===== src/rtl/comparator_pkg.sv =====
// comparator_pkg
//   Shared definitions for the comparator BIST engine: sweep FSM state
//   encoding, default operand width and the resulting vector count.
package comparator_pkg;

  localparam int DEF_WIDTH   = 4;
  localparam int NUM_VECTORS = 2**(2*DEF_WIDTH);

  typedef enum logic [2:0] {
    IDLE  = 3'd0,
    APPLY = 3'd1,
    WAIT  = 3'd2,
    CHECK = 3'd3,
    DONE  = 3'd4
  } state_t;

endpackage


===== src/rtl/comparator_golden.sv =====
// comparator_golden
//   Combinational reference comparator, unsigned.
//   i_a, i_b          : operands
//   o_exp_g/l/e       : expected A>B, A<B, A==B
module comparator_golden
  import comparator_pkg::*;
#(
  parameter int WIDTH = DEF_WIDTH
) (
  input  logic [WIDTH-1:0] i_a,
  input  logic [WIDTH-1:0] i_b,
  output logic             o_exp_g,
  output logic             o_exp_l,
  output logic             o_exp_e
);

  assign o_exp_g = (i_a >  i_b);
  assign o_exp_l = (i_a <  i_b);
  assign o_exp_e = (i_a == i_b);

endmodule


===== src/rtl/comparator_bist.sv =====
// comparator_bist
//   Sweeps every (A,B) operand pair into an external magnitude comparator,
//   samples its G/L/E outputs after a settle window and checks them against
//   comparator_golden. Counts failing vectors (saturating) and captures the
//   first failing pair.
//   clk, rst            : clock, async active-high reset
//   start               : launch a sweep (honoured in IDLE/DONE only)
//   busy, done, pass    : sweep status; pass valid while done
//   dut_a, dut_b        : registered operands driven to the comparator
//   dut_g, dut_l, dut_e : comparator outputs under test
//   err_count           : failing vector count, saturates at all-ones
//   first_fail_*        : first failing pair of the current sweep
module comparator_bist
  import comparator_pkg::*;
#(
  parameter int WIDTH         = DEF_WIDTH,
  parameter int SETTLE_CYCLES = 1,
  parameter int ERR_CNT_W     = 9
) (
  input  logic                 clk,
  input  logic                 rst,
  input  logic                 start,
  output logic                 busy,
  output logic                 done,
  output logic                 pass,
  output logic [WIDTH-1:0]     dut_a,
  output logic [WIDTH-1:0]     dut_b,
  input  logic                 dut_g,
  input  logic                 dut_l,
  input  logic                 dut_e,
  output logic [ERR_CNT_W-1:0] err_count,
  output logic                 first_fail_valid,
  output logic [WIDTH-1:0]     first_fail_a,
  output logic [WIDTH-1:0]     first_fail_b
);

  localparam int IDX_W = 2*WIDTH;
  localparam int SC_W  = (SETTLE_CYCLES < 2) ? 1 : $clog2(SETTLE_CYCLES);
  localparam logic [SC_W-1:0] SC_LOAD = SC_W'(SETTLE_CYCLES-1);

  state_t               r_state, w_next;
  logic [IDX_W-1:0]     r_idx;        // {A,B}, B in the low bits so it runs fastest
  logic [SC_W-1:0]      r_settle;
  logic [WIDTH-1:0]     r_dut_a, r_dut_b;
  logic [ERR_CNT_W-1:0] r_err;
  logic                 r_ffv, r_pass;
  logic [WIDTH-1:0]     r_ffa, r_ffb;

  logic w_exp_g, w_exp_l, w_exp_e;
  logic w_mismatch, w_last, w_busy, w_done;

  comparator_golden #(.WIDTH(WIDTH)) u_golden (
    .i_a     (r_dut_a),
    .i_b     (r_dut_b),
    .o_exp_g (w_exp_g),
    .o_exp_l (w_exp_l),
    .o_exp_e (w_exp_e)
  );

  // Any wrong bit (including illegal combinations) makes the vector fail once.
  assign w_mismatch = (dut_g != w_exp_g) | (dut_l != w_exp_l) | (dut_e != w_exp_e);
  assign w_last     = (r_idx == '1);

  always_ff @(posedge clk or posedge rst) begin
    if (rst) r_state <= IDLE;
    else     r_state <= w_next;
  end

  always_comb begin
    w_next = r_state;
    w_busy = 1'b0;
    w_done = 1'b0;
    case (r_state)
      IDLE: begin
        if (start) w_next = APPLY;
      end
      APPLY: begin
        w_busy = 1'b1;
        w_next = WAIT;
      end
      WAIT: begin
        w_busy = 1'b1;
        if (r_settle == '0) w_next = CHECK;
      end
      CHECK: begin
        w_busy = 1'b1;
        w_next = w_last ? DONE : APPLY;
      end
      DONE: begin
        w_done = 1'b1;
        if (start) w_next = APPLY;
      end
      default: w_next = IDLE;
    endcase
  end

  always_ff @(posedge clk or posedge rst) begin
    if (rst) begin
      r_idx    <= '0;
      r_settle <= '0;
      r_dut_a  <= '0;
      r_dut_b  <= '0;
      r_err    <= '0;
      r_ffv    <= 1'b0;
      r_ffa    <= '0;
      r_ffb    <= '0;
      r_pass   <= 1'b0;
    end else begin
      case (r_state)
        IDLE, DONE: begin
          if (start) begin
            r_idx  <= '0;
            r_err  <= '0;
            r_ffv  <= 1'b0;
            r_ffa  <= '0;
            r_ffb  <= '0;
            r_pass <= 1'b0;
          end
        end
        APPLY: begin
          r_dut_a  <= r_idx[IDX_W-1:WIDTH];
          r_dut_b  <= r_idx[WIDTH-1:0];
          r_settle <= SC_LOAD;
        end
        WAIT: begin
          if (r_settle != '0) r_settle <= r_settle - 1'b1;
        end
        CHECK: begin
          if (w_mismatch) begin
            if (r_err != '1) r_err <= r_err + 1'b1;
            if (!r_ffv) begin
              r_ffv <= 1'b1;
              r_ffa <= r_dut_a;
              r_ffb <= r_dut_b;
            end
          end
          // pass is registered on DONE entry, so fold in this last vector too
          if (w_last) r_pass <= (r_err == '0) && !w_mismatch;
          else        r_idx  <= r_idx + 1'b1;
        end
        default: ;
      endcase
    end
  end

  assign busy             = w_busy;
  assign done             = w_done;
  assign pass             = r_pass;
  assign dut_a            = r_dut_a;
  assign dut_b            = r_dut_b;
  assign err_count        = r_err;
  assign first_fail_valid = r_ffv;
  assign first_fail_a     = r_ffa;
  assign first_fail_b     = r_ffb;

endmodule


===== config.mk =====
export PLATFORM = sky130hd
export DESIGN_NAME = comparator_bist
export DESIGN_NICKNAME = d
export VERILOG_FILES = /design/src/rtl/comparator_pkg.sv /design/src/rtl/comparator_golden.sv /design/src/rtl/comparator_bist.sv
export SDC_FILE = /design/constraint.sdc
export NUM_CORES = 1
export LEC_CHECK = 0
export CORE_ASPECT_RATIO = 0.6
export CORE_MARGIN = 4
export CORE_UTILIZATION = 30
export DETAILED_ROUTE_END_ITERATION = 6
export GPL_ROUTABILITY_DRIVEN = 1
export PLACE_DENSITY = 0.61
export SYNTH_ARGS = -nofsm -noshare
export SYNTH_HDL_FRONTEND = slang
export SYNTH_SLANG_ARGS = --single-unit

===== constraint.sdc =====
create_clock -name clk -period 5.73 [get_ports clk]
set_input_delay 0.8595 -clock clk [delete_from_list [all_inputs] [get_ports clk]]
set_output_delay 0.8595 -clock clk [all_outputs]
set_load 0.05 [all_outputs]

### Word-level counts from Yosys, hierarchy flattened

Index checks and enable logic that the tools add are counted.

* memory bits (writable): 0
* output and inout bits: 29
* bits in registers: 39
* input port bits: 6
* memories: 0
* bits in latches: 0
* bits in read-only memories: 0
* logic and storage cells: 75

* shifts and indexed selects: 0
* add/subtract/negate cells: 3
* div/mod/pow operators: 0
* bitwise gates (word level): 2
* equality and inequality tests: 17
* muxes and demuxes: 27
* reductions and logical operators: 14
* multipliers: 0
* magnitude comparators: 2

Operator list (number)
* $mux W9: 3
* $mux W4: 5
* $pmux W9 S2: 1
* $mux W8: 2
* $pmux W4 S2: 2
* $pmux W8 S2: 1
* $ne A2 B2 Y1 const B: 6
* $pmux W3 S4: 1
* $add A9 B1 Y9 const B: 1
* $logic_not A9 Y1: 1
* $mux W3: 3
* $ne A9 B9 Y1 const B: 1
* $reduce_and A3 Y1: 3
* $add A8 B1 Y8 const B: 1
* $eq A8 B8 Y1 const B: 1
* $reduce_and A4 Y1: 2
* $eq A3 B2 Y1 const B: 2
* $mux W1: 6
* $pmux W1 S2: 3
* $eq A4 B4 Y1: 1
* $gt A4 B4 Y1: 1
* $lt A4 B4 Y1: 1
* $reduce_bool A2 Y1: 2
* $eq A3 B1 Y1 const B: 1
* 11 further kinds: 14

### Depth between registers and ports, before layout

* word-level depth: 8
* gate-level depth with buffers: 9
* depth with buffers taken out: 8

### Modules after synthesis

Synthesis repeated with hierarchy kept, for this count alone.

* cell total of the unflattened synthesis: 200
* area, all modules: 2016.9 µm²

By module, submodules not included
* comparator_bist: times used 1, cells each 184, area each 1888.1 µm²
* comparator_golden: times used 1, cells each 16, area each 128.9 µm²

### Worst setup path after synthesis

OpenSTA, ideal clock, no wires.

* kind: register to register
* start point: register r_dut_b[2], in the netlist dut_b[2]
* end point: register r_err[0], in the netlist err_count[0]
* slack: 3041 ps
* cell stages (with the launch flop): 10
* required time: 5605 ps
* setup time: 125 ps
* arrival: 2564 ps
* path through: dfrtp_1 > inv_1 > ha_1 > o21ai_1 > a21oi_1 > o2111a_1 > or4b_4 > buf_6 > a21o_1 > mux2_2

* longest elaborated chain between the ends: 6
* elaborated cells on any way between the ends: 10
* those cells by class: 2 x order compare; 5 x eq/ne; 2 x bitwise; 1 x reduce/logical

RTL lines
* start, declared: line comparator_bist.sv:44 `logic [WIDTH-1:0] r_dut_a, r_dut_b;`
* start signal, assigned: line comparator_bist.sv:122 `r_dut_b <= r_idx[WIDTH-1:0];`
* $gt A4 B4 Y1 / $lt A4 B4 Y1 (equally long branches): line comparator_golden.sv:17, comparator_golden.sv:18
* $ne A1 B1 Y1: line comparator_bist.sv:61 `assign w_mismatch = (dut_g != w_exp_g) | (dut_l != w_exp_l) | (dut_e != w_exp_e);`
* $or A1 B1 Y1: line comparator_bist.sv:61
* $or A1 B1 Y1 (*): line comparator_bist.sv:61
* $ne A2 B2 Y1 (no source line) (*)
* $reduce_and A4 Y1 (no source line) (*)
* end signal, assigned: line comparator_bist.sv:130 `if (r_err != '1) r_err <= r_err + 1'b1;`
* end, declared: line comparator_bist.sv:45 `logic [ERR_CNT_W-1:0] r_err;`

Mark *: on every way between the ends. The rest lies on a longest branch, timed or not.
A chain may end at the register's enable or synchronous reset.

### Worst setup path in the final report

* start point: register r_state[0]
* end point: output done

* longest elaborated chain between the ends: 2

RTL lines
* start, declared: line comparator_bist.sv:41 `state_t r_state, w_next;`
* start signal, assigned: line comparator_bist.sv:66 `else r_state <= w_next;`
* $eq A3 B3 Y1: line comparator_bist.sv:73 `case (r_state)`
* $mux W1: line comparator_bist.sv:73
* end, declared: line comparator_bist.sv:24 `output logic done,`

No other way between the ends.

==> summary by stage <==
CTS
Post-CTS repair changed the size of 0 cells. The number of H-tree branching levels is 2. The CTS buffer count is 5.

The clock latency at the later pin of the worst-skew pair is 0.30 ns. The CTS tree is done. The number of buffers inserted by post-CTS setup repair is 0. The cell chosen for the clock root is sky130_fd_sc_hd__clkbuf_8. Counting along the longest clock path gives a buffer depth of 2. The number of sinks on the clock net is 38. The number of hold-repair buffers added at the cts stage is 0. The clock-pin slew on the worst setup and hold paths is 0.08 ns.

Detailed routing
The via-per-instance ratio is 4.90. In the final routed layout, each cell accounts on average for 14.8 um. After detailed routing, the number of remaining DRC violations is 0. The starting DRC count in detailed routing is 136.

The pre-antenna-repair detailed-routing pass consisted of 4 iterations. The detailed-route wire length is 4.64 mm. The total number of vias is 1540. The post-route antenna net violation count is 0.

Final layout
The share of layout cells above drive strength 1 is 0.0913. The finished layout holds 314 standard cells, fillers aside. The final net count is 243. From synthesis to final layout, the design area changed by 26.9%. Measured on the finished design, the core utilization comes to 0.398. The final antenna diode count is 0. With fillers left out, the area of the finished cells amounts to 2480 sq um.

Worst setup path
The worst register-to-register path begins at dut_a[2]$_DFFE_PP0P_. The maximum fanout count along the critical path is 7. The worst reg2reg path endpoint is err_count[4]$_DFFE_PP0P_.

The worst setup path is launched from a flop. The worst path arrival time is 1.90 ns. Tracing the worst setup path back leads to its startpoint at r_state[0]$_DFFE_PP0P_.

For the worst flop-to-flop path, the logic depth is 7. The category of the worst setup path capture point is a primary output. The worst setup path is of the reg -> out kind.

The worst register-to-register path has a setup slack of 3.23 ns. The data required time at the worst endpoint is 4.87 ns.

Status
The flow ran to the end, and the final reports show no timing, DRC or antenna violations.

Global routing
The number of antenna violations at the first check in global routing is 0. Entering global routing, the biggest net connects 39 pins. The global-route wire length before repair is 7.94 mm. For this run, the total global-route usage over all layers was measured as 0.126. The sum of overflow across all layers after global routing is 0.

The via count of the first global-routing pass is 1594.

Timing
Counting I/O delays and the setup requirement, the final critical path takes 2.76 ns. The number of setup violations in the final report is 0. The worst-case clock skew is 0.0103 ns. For the final routed database, the setup TNS stands at 0 ns. The number of endpoints with negative hold slack in the final report was 0. Of the available clock period, the critical path in the final layout requires 0.481. At the pin with the least slew margin, the transition time is 0.818 ns. The worst pin sits at a relative slew slack of 0.450. The number of max-slew violations in the final report was 0.

Based on the critical path, the design can be clocked at up to 363 MHz. Setup repair after global routing left no endpoint under its margin.

Hold path
The sink of the worst hold path is first_fail_a[3]$_DFFE_PP0P_. The start point of the worst min-delay path is first_fail_a[3]$_DFFE_PP0P_. The kind of path behind the tightest hold check is reg -> reg.

The number of cells traversed by the worst hold path is 1.

Place
Input and output buffers added on the ports amount to 34. Routability-driven placement finished with a final weighted congestion of 0.838. After detailed placement, the total cell area comes to 2380 sq um.

Summed over all nets, the half-perimeter wirelength after detailed placement is 3.42 mm. The number of placed instances, taps included, is 306.

Floorplan
The floorplan step defined a die boundary enclosing 7900 sq um. The die is 112 um wide. After floorplanning, the core was sized to cover 6220 sq um. For this configuration, the core starts out at a cell density of 0.314. The height of the die is 70.5 um. In this run the core area contains 22 standard-cell rows. The top-level port count is 35.

Power
For this design the static power due to leakage is 0.00105 uW. The total power divided by cell area is 505 nW/um^2. VDD sags by at most 0.213 mV.

Synth
Summing every instance area after synthesis gives 1950 sq um. The gate count of the mapped netlist is 193. The register area share after synthesis is 0.487. The average footprint of a synthesized cell is 10.1 sq um. The number of warning messages in the yosys log is 0. The post-synthesis net count is 207. The count of state elements after synthesis is 38. The number of different library cells used by synthesis comes to 42.

Flow run
The max-cap violation count is 0.
[worst max path at each step]
stage / endpoint / cells after the start
final: done / 4
after detailed placement: first_fail_b[2]$_DFFE_PP0P_ / 7
after CTS: done / 4
after global routing: done / 4
after floorplan: err_count[0]$_DFFE_PP0P_ / 9
after global placement: first_fail_b[2]$_DFFE_PP0P_ / 7
[cells in the mapped netlist (all sizes together)]
| master | n | share of area |
|---|---|---|
| nand3b | 1 | 0.0038 |
| a21oi | 3 | 0.0077 |
| or4 | 3 | 0.012 |
| o2111a | 1 | 0.0058 |
| mux2 | 6 | 0.035 |
| and3 | 1 | 0.0032 |
| o31a | 1 | 0.0045 |
| a21o | 1 | 0.0038 |
| clkbuf | 5 | 0.0096 |
| nand3 | 13 | 0.033 |
| and4 | 1 | 0.0045 |
| nor3b | 2 | 0.0077 |
| o2111ai | 2 | 0.0090 |
| nor4bb | 1 | 0.0051 |
| nor4 | 3 | 0.013 |
| nor3 | 4 | 0.010 |
| or4b | 1 | 0.0070 |
| xnor2 | 5 | 0.022 |
| dfrtp | 38 | 0.49 |
| or3 | 2 | 0.0064 |
| o21a | 1 | 0.0038 |
| o41a | 1 | 0.0058 |
| o211ai | 2 | 0.0077 |
| buf | 3 | 0.010 |
| o311ai | 3 | 0.013 |
| o21ai | 8 | 0.021 |
| and3b | 1 | 0.0045 |
| nand4 | 4 | 0.013 |
| nor2 | 20 | 0.038 |
| nand2 | 18 | 0.035 |
| a22o | 12 | 0.054 |
| inv | 9 | 0.017 |
| or2 | 1 | 0.0032 |
| a31o | 1 | 0.0045 |
| xor2 | 2 | 0.0090 |
| nand2b | 3 | 0.0096 |
| nor4b | 2 | 0.0090 |
| ha | 8 | 0.051 |
[cells in the final DEF, fill, tap and decap left out, drive strengths merged, types with 3 or more instances in the layout]
master         instances
buf                    3
clkdlybuf4s50         34
nor4                   3
or4                    3
a21oi                  3
o21ai                  8
nor3                   4
nor2                  20
nand2b                 3
o311ai                 3
nand2                 18
inv                    9
nand3                 13
nand4                  4
ha                     8
clkbuf                 6
mux2                   6
xnor2                  5
a22o                  12
dfrtp                 38
[layout make-up]
type,instances,area (sq um)
Fill cell,648,3740
Sequential cell,38,951
Multi-Input combinational cell,138,928
Timing Repair Buffer,37,363
Tap cell,84,105
Clock buffer,6,82.6
Inverter,9,33.8
Clock inverter,2,12.5
[flip-flops by register name, indices dropped and copies added (netlist names)]
register	count
dut_a	4
dut_b	4
err_count	9
first_fail_a	4
first_fail_b	4
first_fail_valid	1
pass	1
r_idx	8
r_state	3
[routing by layer]
metal | global-route usage | wire (um) | vias up
met4 | 0.0360 | 53 | 0
li1 | - | - | 779
met2 | 0.172 | 1700 | 43
met3 | 0.0398 | 324 | 8
met5 | 0 | 0 | -
met1 | 0.190 | 2560 | 710
[logic make-up (layout without fill, tap and decap cells)]
family | count (synthesis) | after routing | synth area share
buffers and inverters | 17 | 54 | 0.0372
adder cells (fa/ha/maj) | 8 | 8 | 0.0513
multiplexers | 6 | 6 | 0.0346
AO/OA/AOI/OAI | 36 | 36 | 0.140
flip-flops | 38 | 38 | 0.487
AND/OR/NAND/NOR | 81 | 81 | 0.218
XOR/XNOR | 7 | 7 | 0.0314
[critical path, cell delays in order, from the launching register on]
cell                              delay [ns]
sky130_fd_sc_hd__dfrtp_1                0.45
sky130_fd_sc_hd__nor2_1                 0.20
sky130_fd_sc_hd__nand2_1                0.09
sky130_fd_sc_hd__inv_1                  0.06
sky130_fd_sc_hd__clkdlybuf4s50_1        0.80
[where the power goes]
group	leakage (uW)	switching, uW	internal [uW]
logic	0.000493	400	225
clock network	0.0000472	101	96.8
registers	0.000509	90.3	337
total	0.00105	591	659
[per-stage QoR]
step                      power, uW  hold WS [ns]  setup WS, ns
after floorplan                 865         0.485          3.04
after global placement         1050         0.481          2.84
after CTS                      1260         0.506          2.95
after global routing           1330         0.518          2.84
after detailed placement       1060         0.481          2.83
final                          1250         0.507          2.97
(Power assumes the default switching activity.)
